<file path="src/rtl/alu_arbiter_if.sv">
// Bundle of requester-side and shared-ALU-side signals for alu_arbiter.
// The arbiter connects through the slave modport; whatever models the two
// requesters and the shared ALU connects through the master modport.
interface alu_arbiter_if;
  // Requester 0 / 1 side
  logic       req0;
  logic       req1;
  logic [3:0] op0;
  logic [3:0] op1;
  logic [7:0] a0;
  logic [7:0] b0;
  logic [7:0] a1;
  logic [7:0] b1;
  logic       gnt0;
  logic       gnt1;
  logic       done0;
  logic       done1;

  // Architectural state visible to both requesters
  logic [7:0] result;
  logic       flag_z;
  logic       flag_c;
  logic       flag_n;

  // Shared ALU drive and response
  logic       alu_optype;
  logic [3:0] alu_op;
  logic [7:0] alu_acc;
  logic [7:0] alu_reg;
  logic [7:0] alu_out;
  logic       alu_z;
  logic       alu_c;
  logic       alu_n;

  modport slave (
    input  req0, req1, op0, op1, a0, b0, a1, b1,
    input  alu_out, alu_z, alu_c, alu_n,
    output gnt0, gnt1, done0, done1,
    output result, flag_z, flag_c, flag_n,
    output alu_optype, alu_op, alu_acc, alu_reg
  );

  modport master (
    output req0, req1, op0, op1, a0, b0, a1, b1,
    output alu_out, alu_z, alu_c, alu_n,
    input  gnt0, gnt1, done0, done1,
    input  result, flag_z, flag_c, flag_n,
    input  alu_optype, alu_op, alu_acc, alu_reg
  );
endinterface

</file>
<file path="src/rtl/alu_arbiter.sv">
// Two-requester round-robin arbiter in front of a shared combinational ALU.
// A served request is latched, driven onto the ALU for EXEC_CYCLES cycles,
// and the ALU response is captured into result/flags according to the
// latched opcode.
//
// Handshake: a requester raises reqN with opN/aN/bN stable and keeps them
// stable until it sees doneN; gntN is a one-cycle pulse in the first cycle
// the operation is on the ALU, doneN is a one-cycle pulse once result/flags
// hold the outcome. Operands are latched at grant, so a requester may change
// or drop its inputs after gnt without affecting the operation in flight.
module alu_arbiter #(
  parameter int EXEC_CYCLES = 1
) (
  input  logic               clk,
  input  logic               reset,
  alu_arbiter_if.slave       bus,
  output logic [1:0]         state_o
);

  typedef enum logic [1:0] {
    S_IDLE = 2'd0,
    S_EXEC = 2'd1,
    S_DONE = 2'd2
  } state_t;

  localparam logic [1:0] CNT_INIT = 2'(EXEC_CYCLES - 1);

  state_t     state_q;
  logic [1:0] cnt_q;
  logic       sel_q;      // requester currently being served
  logic       last_q;     // requester served most recently
  logic       gnt0_q;
  logic       gnt1_q;
  logic       done0_q;
  logic       done1_q;
  logic [7:0] result_q;
  logic       flag_z_q;
  logic       flag_c_q;
  logic       flag_n_q;
  logic       optype_q;
  logic [3:0] alu_op_q;   // doubles as the latched opcode
  logic [7:0] alu_acc_q;
  logic [7:0] alu_reg_q;

  logic       pick1_d;
  logic       upd_res_d;
  logic       upd_c_d;
  logic       upd_zn_d;

  // Round-robin pick: a lone requester wins; on a tie the one not served last wins.
  always_comb begin
    pick1_d = 1'b0;
    if (bus.req1 && !bus.req0) begin
      pick1_d = 1'b1;
    end else if (bus.req1 && bus.req0) begin
      pick1_d = ~last_q;
    end
  end

  // Decode which architectural fields the latched opcode is allowed to update.
  always_comb begin
    upd_res_d = 1'b0;
    upd_c_d   = 1'b0;
    upd_zn_d  = 1'b0;
    case (alu_op_q)
      4'b0010, 4'b0011: begin
        upd_res_d = 1'b1;
        upd_c_d   = 1'b1;
      end
      4'b0100, 4'b0101, 4'b0110, 4'b0111, 4'b1000, 4'b1001: begin
        upd_res_d = 1'b1;
      end
      4'b1010: begin
        upd_zn_d = 1'b1;
      end
      default: begin
        upd_res_d = 1'b0;
      end
    endcase
  end

  // Main FSM with all outputs registered; gnt/done default low so they pulse.
  always_ff @(posedge clk or posedge reset) begin
    if (reset) begin
      state_q   <= S_IDLE;
      cnt_q     <= 2'd0;
      sel_q     <= 1'b0;
      last_q    <= 1'b1;
      gnt0_q    <= 1'b0;
      gnt1_q    <= 1'b0;
      done0_q   <= 1'b0;
      done1_q   <= 1'b0;
      result_q  <= 8'd0;
      flag_z_q  <= 1'b0;
      flag_c_q  <= 1'b0;
      flag_n_q  <= 1'b0;
      optype_q  <= 1'b1;
      alu_op_q  <= 4'd0;
      alu_acc_q <= 8'd0;
      alu_reg_q <= 8'd0;
    end else begin
      gnt0_q  <= 1'b0;
      gnt1_q  <= 1'b0;
      done0_q <= 1'b0;
      done1_q <= 1'b0;
      case (state_q)
        S_IDLE: begin
          if (bus.req0 || bus.req1) begin
            sel_q     <= pick1_d;
            gnt0_q    <= ~pick1_d;
            gnt1_q    <= pick1_d;
            alu_op_q  <= pick1_d ? bus.op1 : bus.op0;
            alu_acc_q <= pick1_d ? bus.a1  : bus.a0;
            alu_reg_q <= pick1_d ? bus.b1  : bus.b0;
            optype_q  <= 1'b0;
            cnt_q     <= CNT_INIT;
            state_q   <= S_EXEC;
          end
        end
        S_EXEC: begin
          if (cnt_q == 2'd0) begin
            if (upd_res_d) begin
              result_q <= bus.alu_out;
            end
            if (upd_c_d) begin
              flag_c_q <= bus.alu_c;
            end
            if (upd_zn_d) begin
              flag_z_q <= bus.alu_z;
              flag_n_q <= bus.alu_n;
            end
            optype_q <= 1'b1;
            state_q  <= S_DONE;
          end else begin
            cnt_q <= cnt_q - 2'd1;
          end
        end
        S_DONE: begin
          done0_q <= ~sel_q;
          done1_q <= sel_q;
          last_q  <= sel_q;
          state_q <= S_IDLE;
        end
        default: begin
          optype_q <= 1'b1;
          state_q  <= S_IDLE;
        end
      endcase
    end
  end

  assign bus.gnt0       = gnt0_q;
  assign bus.gnt1       = gnt1_q;
  assign bus.done0      = done0_q;
  assign bus.done1      = done1_q;
  assign bus.result     = result_q;
  assign bus.flag_z     = flag_z_q;
  assign bus.flag_c     = flag_c_q;
  assign bus.flag_n     = flag_n_q;
  assign bus.alu_optype = optype_q;
  assign bus.alu_op     = alu_op_q;
  assign bus.alu_acc    = alu_acc_q;
  assign bus.alu_reg    = alu_reg_q;
  assign state_o        = state_q;

endmodule

</file>
<file path="src/flat_wrapper.sv">
// flat-port wrapper written by rule: the top's interface ports become plain ports
module alu_arbiter_flat 
#(
  parameter int EXEC_CYCLES = 1
)
  (clk, reset, state_o, bus_req0, bus_req1, bus_op0, bus_op1, bus_a0, bus_b0, bus_a1, bus_b1, bus_alu_out, bus_alu_z, bus_alu_c, bus_alu_n, bus_gnt0, bus_gnt1, bus_done0, bus_done1, bus_result, bus_flag_z, bus_flag_c, bus_flag_n, bus_alu_optype, bus_alu_op, bus_alu_acc, bus_alu_reg);
  alu_arbiter_if bus_i ();
  input  logic clk;
  input  logic reset;
  output logic [1:0] state_o;
  input wire logic [$bits(bus_i.req0)-1:0] bus_req0;
  input wire logic [$bits(bus_i.req1)-1:0] bus_req1;
  input wire logic [$bits(bus_i.op0)-1:0] bus_op0;
  input wire logic [$bits(bus_i.op1)-1:0] bus_op1;
  input wire logic [$bits(bus_i.a0)-1:0] bus_a0;
  input wire logic [$bits(bus_i.b0)-1:0] bus_b0;
  input wire logic [$bits(bus_i.a1)-1:0] bus_a1;
  input wire logic [$bits(bus_i.b1)-1:0] bus_b1;
  input wire logic [$bits(bus_i.alu_out)-1:0] bus_alu_out;
  input wire logic [$bits(bus_i.alu_z)-1:0] bus_alu_z;
  input wire logic [$bits(bus_i.alu_c)-1:0] bus_alu_c;
  input wire logic [$bits(bus_i.alu_n)-1:0] bus_alu_n;
  output wire logic [$bits(bus_i.gnt0)-1:0] bus_gnt0;
  output wire logic [$bits(bus_i.gnt1)-1:0] bus_gnt1;
  output wire logic [$bits(bus_i.done0)-1:0] bus_done0;
  output wire logic [$bits(bus_i.done1)-1:0] bus_done1;
  output wire logic [$bits(bus_i.result)-1:0] bus_result;
  output wire logic [$bits(bus_i.flag_z)-1:0] bus_flag_z;
  output wire logic [$bits(bus_i.flag_c)-1:0] bus_flag_c;
  output wire logic [$bits(bus_i.flag_n)-1:0] bus_flag_n;
  output wire logic [$bits(bus_i.alu_optype)-1:0] bus_alu_optype;
  output wire logic [$bits(bus_i.alu_op)-1:0] bus_alu_op;
  output wire logic [$bits(bus_i.alu_acc)-1:0] bus_alu_acc;
  output wire logic [$bits(bus_i.alu_reg)-1:0] bus_alu_reg;
  assign bus_i.req0 = bus_req0;
  assign bus_i.req1 = bus_req1;
  assign bus_i.op0 = bus_op0;
  assign bus_i.op1 = bus_op1;
  assign bus_i.a0 = bus_a0;
  assign bus_i.b0 = bus_b0;
  assign bus_i.a1 = bus_a1;
  assign bus_i.b1 = bus_b1;
  assign bus_i.alu_out = bus_alu_out;
  assign bus_i.alu_z = bus_alu_z;
  assign bus_i.alu_c = bus_alu_c;
  assign bus_i.alu_n = bus_alu_n;
  assign bus_gnt0 = bus_i.gnt0;
  assign bus_gnt1 = bus_i.gnt1;
  assign bus_done0 = bus_i.done0;
  assign bus_done1 = bus_i.done1;
  assign bus_result = bus_i.result;
  assign bus_flag_z = bus_i.flag_z;
  assign bus_flag_c = bus_i.flag_c;
  assign bus_flag_n = bus_i.flag_n;
  assign bus_alu_optype = bus_i.alu_optype;
  assign bus_alu_op = bus_i.alu_op;
  assign bus_alu_acc = bus_i.alu_acc;
  assign bus_alu_reg = bus_i.alu_reg;
  alu_arbiter #(.EXEC_CYCLES(EXEC_CYCLES)) u_core (.clk(clk), .reset(reset), .bus(bus_i), .state_o(state_o));
endmodule
</file>
<file path="config.mk">
export PLATFORM = sky130hd
export DESIGN_NAME = alu_arbiter_flat
export DESIGN_NICKNAME = d
export VERILOG_FILES = /design/src/rtl/alu_arbiter_if.sv /design/src/rtl/alu_arbiter.sv /design/src/flat_wrapper.sv
export SDC_FILE = /design/constraint.sdc
export NUM_CORES = 1
export LEC_CHECK = 0
export ABC_AREA = 0
export CAP_MARGIN = 25
export CORE_MARGIN = 10
export CORE_UTILIZATION = 35
export CTS_CLUSTER_DIAMETER = 50
export CTS_CLUSTER_SIZE = 40
export DETAILED_ROUTE_END_ITERATION = 10
export GPL_TIMING_DRIVEN = 0
export PLACE_DENSITY_LB_ADDON = 0.05
export RECOVER_POWER = 25
export SKIP_LAST_GASP = 1
export SYNTH_ARGS = -nofsm -noshare
export SYNTH_HDL_FRONTEND = slang
export SYNTH_SLANG_ARGS = --single-unit
</file>
<file path="constraint.sdc">
create_clock -name clk -period 3.8 [get_ports clk]
set_input_delay 0.38 -clock clk [delete_from_list [all_inputs] [get_ports clk]]
set_output_delay 0.38 -clock clk [all_outputs]
set_load 0.1 [all_outputs]
</file>
==> impl_metrics.env, run 1 <==
export IMPL_worst_ep_required_time_ns=3.42
export IMPL_grt_use_met3_pct=4.90
export IMPL_synthCells=129
export IMPL_synth_area_mm2=0.00202
export IMPL_io_buffers=92
export IMPL_start_util_pct=36.3
export IMPL_clkSinkCount=42
export IMPL_cts_root_buf="clkbuf_8"
export IMPL_ys_seq_area_share_pct=52.1
export IMPL_placed_area_mm2=0.00303
export IMPL_drt_vias_per_instance=4.65
export IMPL_routed_wl_mm=5.30
export IMPL_critical_path_class="reg2out"
export IMPL_ys_warn_count=0
export IMPL_ctsResizeCount=0
export IMPL_maxSlewViolCount=43
export IMPL_max_slew_margin_rel_pct=-6.11
export IMPL_layout_commonest_cell="clkdlybuf4s50_1"
export IMPL_max_stage_delay_ns=1.13
export IMPL_nFillCells=459
export IMPL_tightest_slew_ns=1.59
export IMPL_fp_dieW_um=96.0
export IMPL_synth_seq_cells=42
export IMPL_post_route_period_util_pct=61.5
export IMPL_rows=27
export IMPL_grt_setup_unrepaired="false"
export IMPL_yosysTopAreaCellShare_pct=49.5
export IMPL_final_setup_viol_count=0
export IMPL_coreArea_mm2=0.00557
export IMPL_grtUsageTotal_pct=11.8
export IMPL_critPathCaptureType="output port"
export IMPL_ctsHoldBuffers=0
export IMPL_fin_setup_tns_ns=0
export IMPL_fin_skew_ns=0.00562
export IMPL_dpl_hpwl_mm=4.20
export IMPL_synth_area_leader_cell="dfrtp_1"
export IMPL_clk_pin_slew_ns=0.08
export IMPL_vias=1400
export IMPL_htree_levels=2
export IMPL_start_kind="flip-flop"
export IMPL_clock_latency_ns=0.29
export IMPL_post_cts_buffers=0
export IMPL_critPathTopFamily="buffers and inverters"
export IMPL_antenna_found_initial=0
export IMPL_grt_pass1_vias=1604
export IMPL_clockBufferDepth=2
export IMPL_status="finished, violations left"
export IMPL_cp_num_buf_inv=1
export IMPL_grt_pass1_wl_mm=8.33
export IMPL_gp_congestion=0.800
export IMPL_grt_overflow=0
export IMPL_worstPathArrival_ns=1.96
export IMPL_cts_buffers=5
export IMPL_cap_viol_max_count=1
export IMPL_mostFrequentLayoutCells="clkdlybuf4s50_1 (91), dfrtp_1 (40), mux2_4 (34), mux2_2 (17), clkbuf_8 (6)"
export IMPL_path_max_fanout=2
export IMPL_grtUsageMet2_pct=20.6
export IMPL_synthToLayoutAreaGrowth_pct=54.1
export IMPL_ant_nets=0
export IMPL_nNetsFinal=284
export IMPL_drt_iter0_markers=26
export IMPL_hold_ws_ns=0.447
export IMPL_synth_area_leaders="dfrtp_1 (49%), mux2_4 (25%), mux2_2 (9.5%), dfstp_2 (2.6%), buf_6 (1.7%)"
export IMPL_timing_fmax_mhz=428
export IMPL_first_pass_iters=2
export IMPL_final_cell_area_mm2=0.00312
export IMPL_diodes=0
export IMPL_hold_viol=0
export IMPL_violations="capacitance limit, slew limit"
export IMPL_ios=93
export IMPL_grt_met1_usage_pct=12.3
export IMPL_grt_busiest_layer="met2"
export IMPL_cpMaxStageDelayCell="clkdlybuf4s50_1"
export IMPL_die_h_um=96.0
export IMPL_ys_types=27
export IMPL_die_area_mm2=0.00922
export IMPL_timing_final_crit_period_ns=2.34
export IMPL_synth_net_count=185
export IMPL_avgSynthCellArea_um2=15.7
export IMPL_grt_max_degree=43
export IMPL_crit_chain="clkdlybuf4s50_1"
export IMPL_cts_tree="yes"
export IMPL_remaining_drc_errors=0
export IMPL_wire_per_inst_um=17.6
export IMPL_drive_gt1_share_pct=30.1
export IMPL_hp_class="reg2reg"
-- final timing paths --
path	startpoint	to	slack (ns)	depth (start not counted)
worst max register to register	u_core.last_q	u_core.bus.alu_op[3]	2.10	4
worst min register to register	u_core.sel_q	u_core.bus.done0	0.45	1
worst min-delay path	u_core.sel_q	u_core.bus.done0	0.45	1
worst max-delay path	u_core.bus.alu_optype	bus_alu_optype	1.46	1
max in group asynchronous	reset	u_core.bus.alu_reg[0]	1.84	2
min in group asynchronous	reset	u_core.bus.alu_reg[4]	1.01	2
-- worst reg2reg max path: stages, from the launching register on --
cell	delay, ns
dfstp_2	0.53
a21bo_1	0.27
buf_6	0.22
mux2_4	0.32
mux2_4	0.26
-- cells in the mapped netlist, drive strengths merged --
cell,n
and2,1
or3,1
dfrtp,40
dfstp,2
nor2,6
inv,5
o22ai,2
or2,1
a21o,1
buf,5
nand2,1
nand2b,1
mux2,51
mux2i,1
or3b,1
o21ai,3
and3b,1
nor4bb,1
nand3,2
a21oi,1
ha,1
a21bo,1
-- stage by stage --
step | worst slack [ns] | util (%) | std cells
floorplan | 1.79 | - | 129
CTS | 1.44 | 56.1 | 301
detailed placement | 1.77 | 54.4 | 293
finish | 1.46 | 55.9 | 301
global placement | 1.54 | 54.4 | 293
global route | 1.42 | 55.9 | 301
-- final cells by class --
cell class              instances  area, um^2  area share, %
plain buffers                   5        57.6           1.85
clock buffers                   7        86.3           2.77
clock inverters                 1        5.00          0.161
inverters                       5        18.8          0.602
multi-input cells              77         886           28.4
flip-flops and latches         42        1050           33.8
well taps                      72        90.1           2.89
repair buffers                 92         921           29.5
-- layer usage --
| layer | vias to the layer above | routed length, um |
|---|---|---|
| li1 | 645 | - |
| met2 | 53 | 2820 |
| met3 | 7 | 518 |
| met5 | - | 0 |
| met1 | 695 | 1870 |
| met4 | 0 | 84 |
-- cell families after synthesis --
| kind of cell | synth area share [%] |
|---|---|
| simple gates | 5.50 |
| flops | 52.1 |
| mux | 35.2 |
| buf+inv | 3.83 |
| fa+ha+maj | 0.618 |
| compound gates | 2.78 |
Power of run 1 is left out: the tool's default activity adds up to more than one toggle a clock period on the data nets, which glitch-free logic cannot reach.
==> inputs of run 2 (changes only) <==
==> constraint.sdc (replaced) <==
create_clock -name clk -period 2.4 [get_ports clk]
set_input_delay 0.24 -clock clk [delete_from_list [all_inputs] [get_ports clk]]
set_output_delay 0.24 -clock clk [all_outputs]
set_load 0.1 [all_outputs]
==> impl_metrics.env, run 2 (synthesis results as in run 1) <==
export IMPL_preCtsSetupSlack_ns=0.514
export IMPL_crit_chain="clkdlybuf4s50_1"
export IMPL_cts_tree="yes"
export IMPL_start_kind="flip-flop"
export IMPL_clockBufferDepth=2
export IMPL_cts_root_buf="clkbuf_8"
export IMPL_layout_commonest_cell="clkdlybuf4s50_1"
export IMPL_cap_viol_max_count=1
export IMPL_clk_pin_slew_ns=0.07
export IMPL_hp_class="reg2reg"
export IMPL_start_util_pct=36.3
export IMPL_wire_per_inst_um=17.6
export IMPL_remaining_drc_errors=0
export IMPL_grt_pass1_wl_mm=8.33
export IMPL_critical_path_class="reg2out"
export IMPL_routed_wl_mm=5.30
export IMPL_diodes=0
export IMPL_cts_buffers=5
export IMPL_timing_fmax_mhz=456
export IMPL_mostFrequentLayoutCells="clkdlybuf4s50_1 (91), dfrtp_1 (40), mux2_4 (34), mux2_2 (17), clkbuf_8 (6)"
export IMPL_post_cts_buffers=0
export IMPL_nNetsFinal=284
export IMPL_io_buffers=92
export IMPL_grt_overflow=0
export IMPL_drt_vias_per_instance=4.67
export IMPL_antenna_found_initial=0
export IMPL_max_stage_delay_ns=1.13
export IMPL_maxSlewViolCount=43
export IMPL_post_route_period_util_pct=91.4
export IMPL_rows=27
export IMPL_grtUsageTotal_pct=11.8
export IMPL_path_max_fanout=2
export IMPL_fp_dieW_um=96.0
export IMPL_final_util_pct=55.9
export IMPL_violations="capacitance limit, slew limit"
export IMPL_worst_ep_required_time_ns=2.16
export IMPL_fin_setup_tns_ns=0
export IMPL_max_slew_margin_rel_pct=-6.23
export IMPL_hold_viol=0
export IMPL_clock_latency_ns=0.29
export IMPL_ios=93
export IMPL_gp_congestion=0.800
export IMPL_critPathTopFamily="buffers and inverters"
export IMPL_hold_ws_ns=0.445
export IMPL_dpl_hpwl_mm=4.20
export IMPL_cpMaxStageDelayCell="clkdlybuf4s50_1"
export IMPL_critPathCaptureType="output port"
export IMPL_drive_gt1_share_pct=30.1
export IMPL_coreArea_mm2=0.00557
export IMPL_synthToLayoutAreaGrowth_pct=54.1
export IMPL_tightest_slew_ns=1.59
export IMPL_nFillCells=459
export IMPL_status="finished, violations left"
export IMPL_grt_pass1_vias=1604
export IMPL_drt_iter0_markers=24
export IMPL_final_setup_viol_count=0
export IMPL_fin_skew_ns=0.00450
export IMPL_htree_levels=2
export IMPL_ctsResizeCount=0
export IMPL_clkSinkCount=42
export IMPL_die_h_um=96.0
export IMPL_grt_setup_unrepaired="false"
export IMPL_worst_slack_ns=0.206
export IMPL_worstPathArrival_ns=1.95
export IMPL_ant_nets=0
export IMPL_first_pass_iters=2
export IMPL_ctsHoldBuffers=0
export IMPL_vias=1405
export IMPL_timing_final_crit_period_ns=2.19
export IMPL_die_area_mm2=0.00922
export IMPL_cp_num_buf_inv=1
export IMPL_grt_max_degree=43
run 2: cell types whose count changed in the layout (fill, tap and decap cells not counted):
cell	before	now
a21bo_4	0	1
clkbuf_1	2	3
buf_6	3	2
a21bo_1	1	0
run 2: path summary, 6_finish.rpt:
path                                       start               endpoint  slack [ns]  cells past startpoint
setup / recovery           u_core.bus.alu_optype         bus_alu_optype        0.21                      1
hold / removal                      u_core.sel_q       u_core.bus.done0        0.45                      1
setup reg to reg                   u_core.last_q   u_core.bus.alu_op[3]        0.40                      4
hold reg to reg                     u_core.sel_q       u_core.bus.done0        0.45                      1
max in group asynchronous                  reset  u_core.bus.alu_reg[0]        0.58                      2
min in group asynchronous                  reset  u_core.bus.alu_reg[4]        0.87                      2
run 2: routing by layer:
layer / vias up / GRT usage (%) / part of all wire, %
met5: - / 0 / 0
met4: 0 / 5.16 / 1.6
met3: 7 / 4.90 / 9.8
met2: 53 / 20.6 / 53
met1: 699 / 12.3 / 35
li1: 646 / - / -
run 2: area by class of cell:
type / count / area (um^2) / share of cell area [%]
Tap cell: 72 / 90.1 / 2.89
Sequential cell: 42 / 1050 / 33.8
Buffer: 5 / 50.0 / 1.61
Multi-Input combinational cell: 77 / 892 / 28.6
Clock inverter: 1 / 5.00 / 0.161
Timing Repair Buffer: 92 / 921 / 29.5
Clock buffer: 7 / 86.3 / 2.77
Inverter: 5 / 18.8 / 0.602
run 2: through the flow:
step	instance area, um^2	instances
6_report	3120	301
5_1_grt	3120	301
4_1_cts	3130	301
3_5_place_dp	3030	293
3_3_place_gp	3030	293
2_1_floorplan	2020	129
Power of run 2 is left out for the same reason.
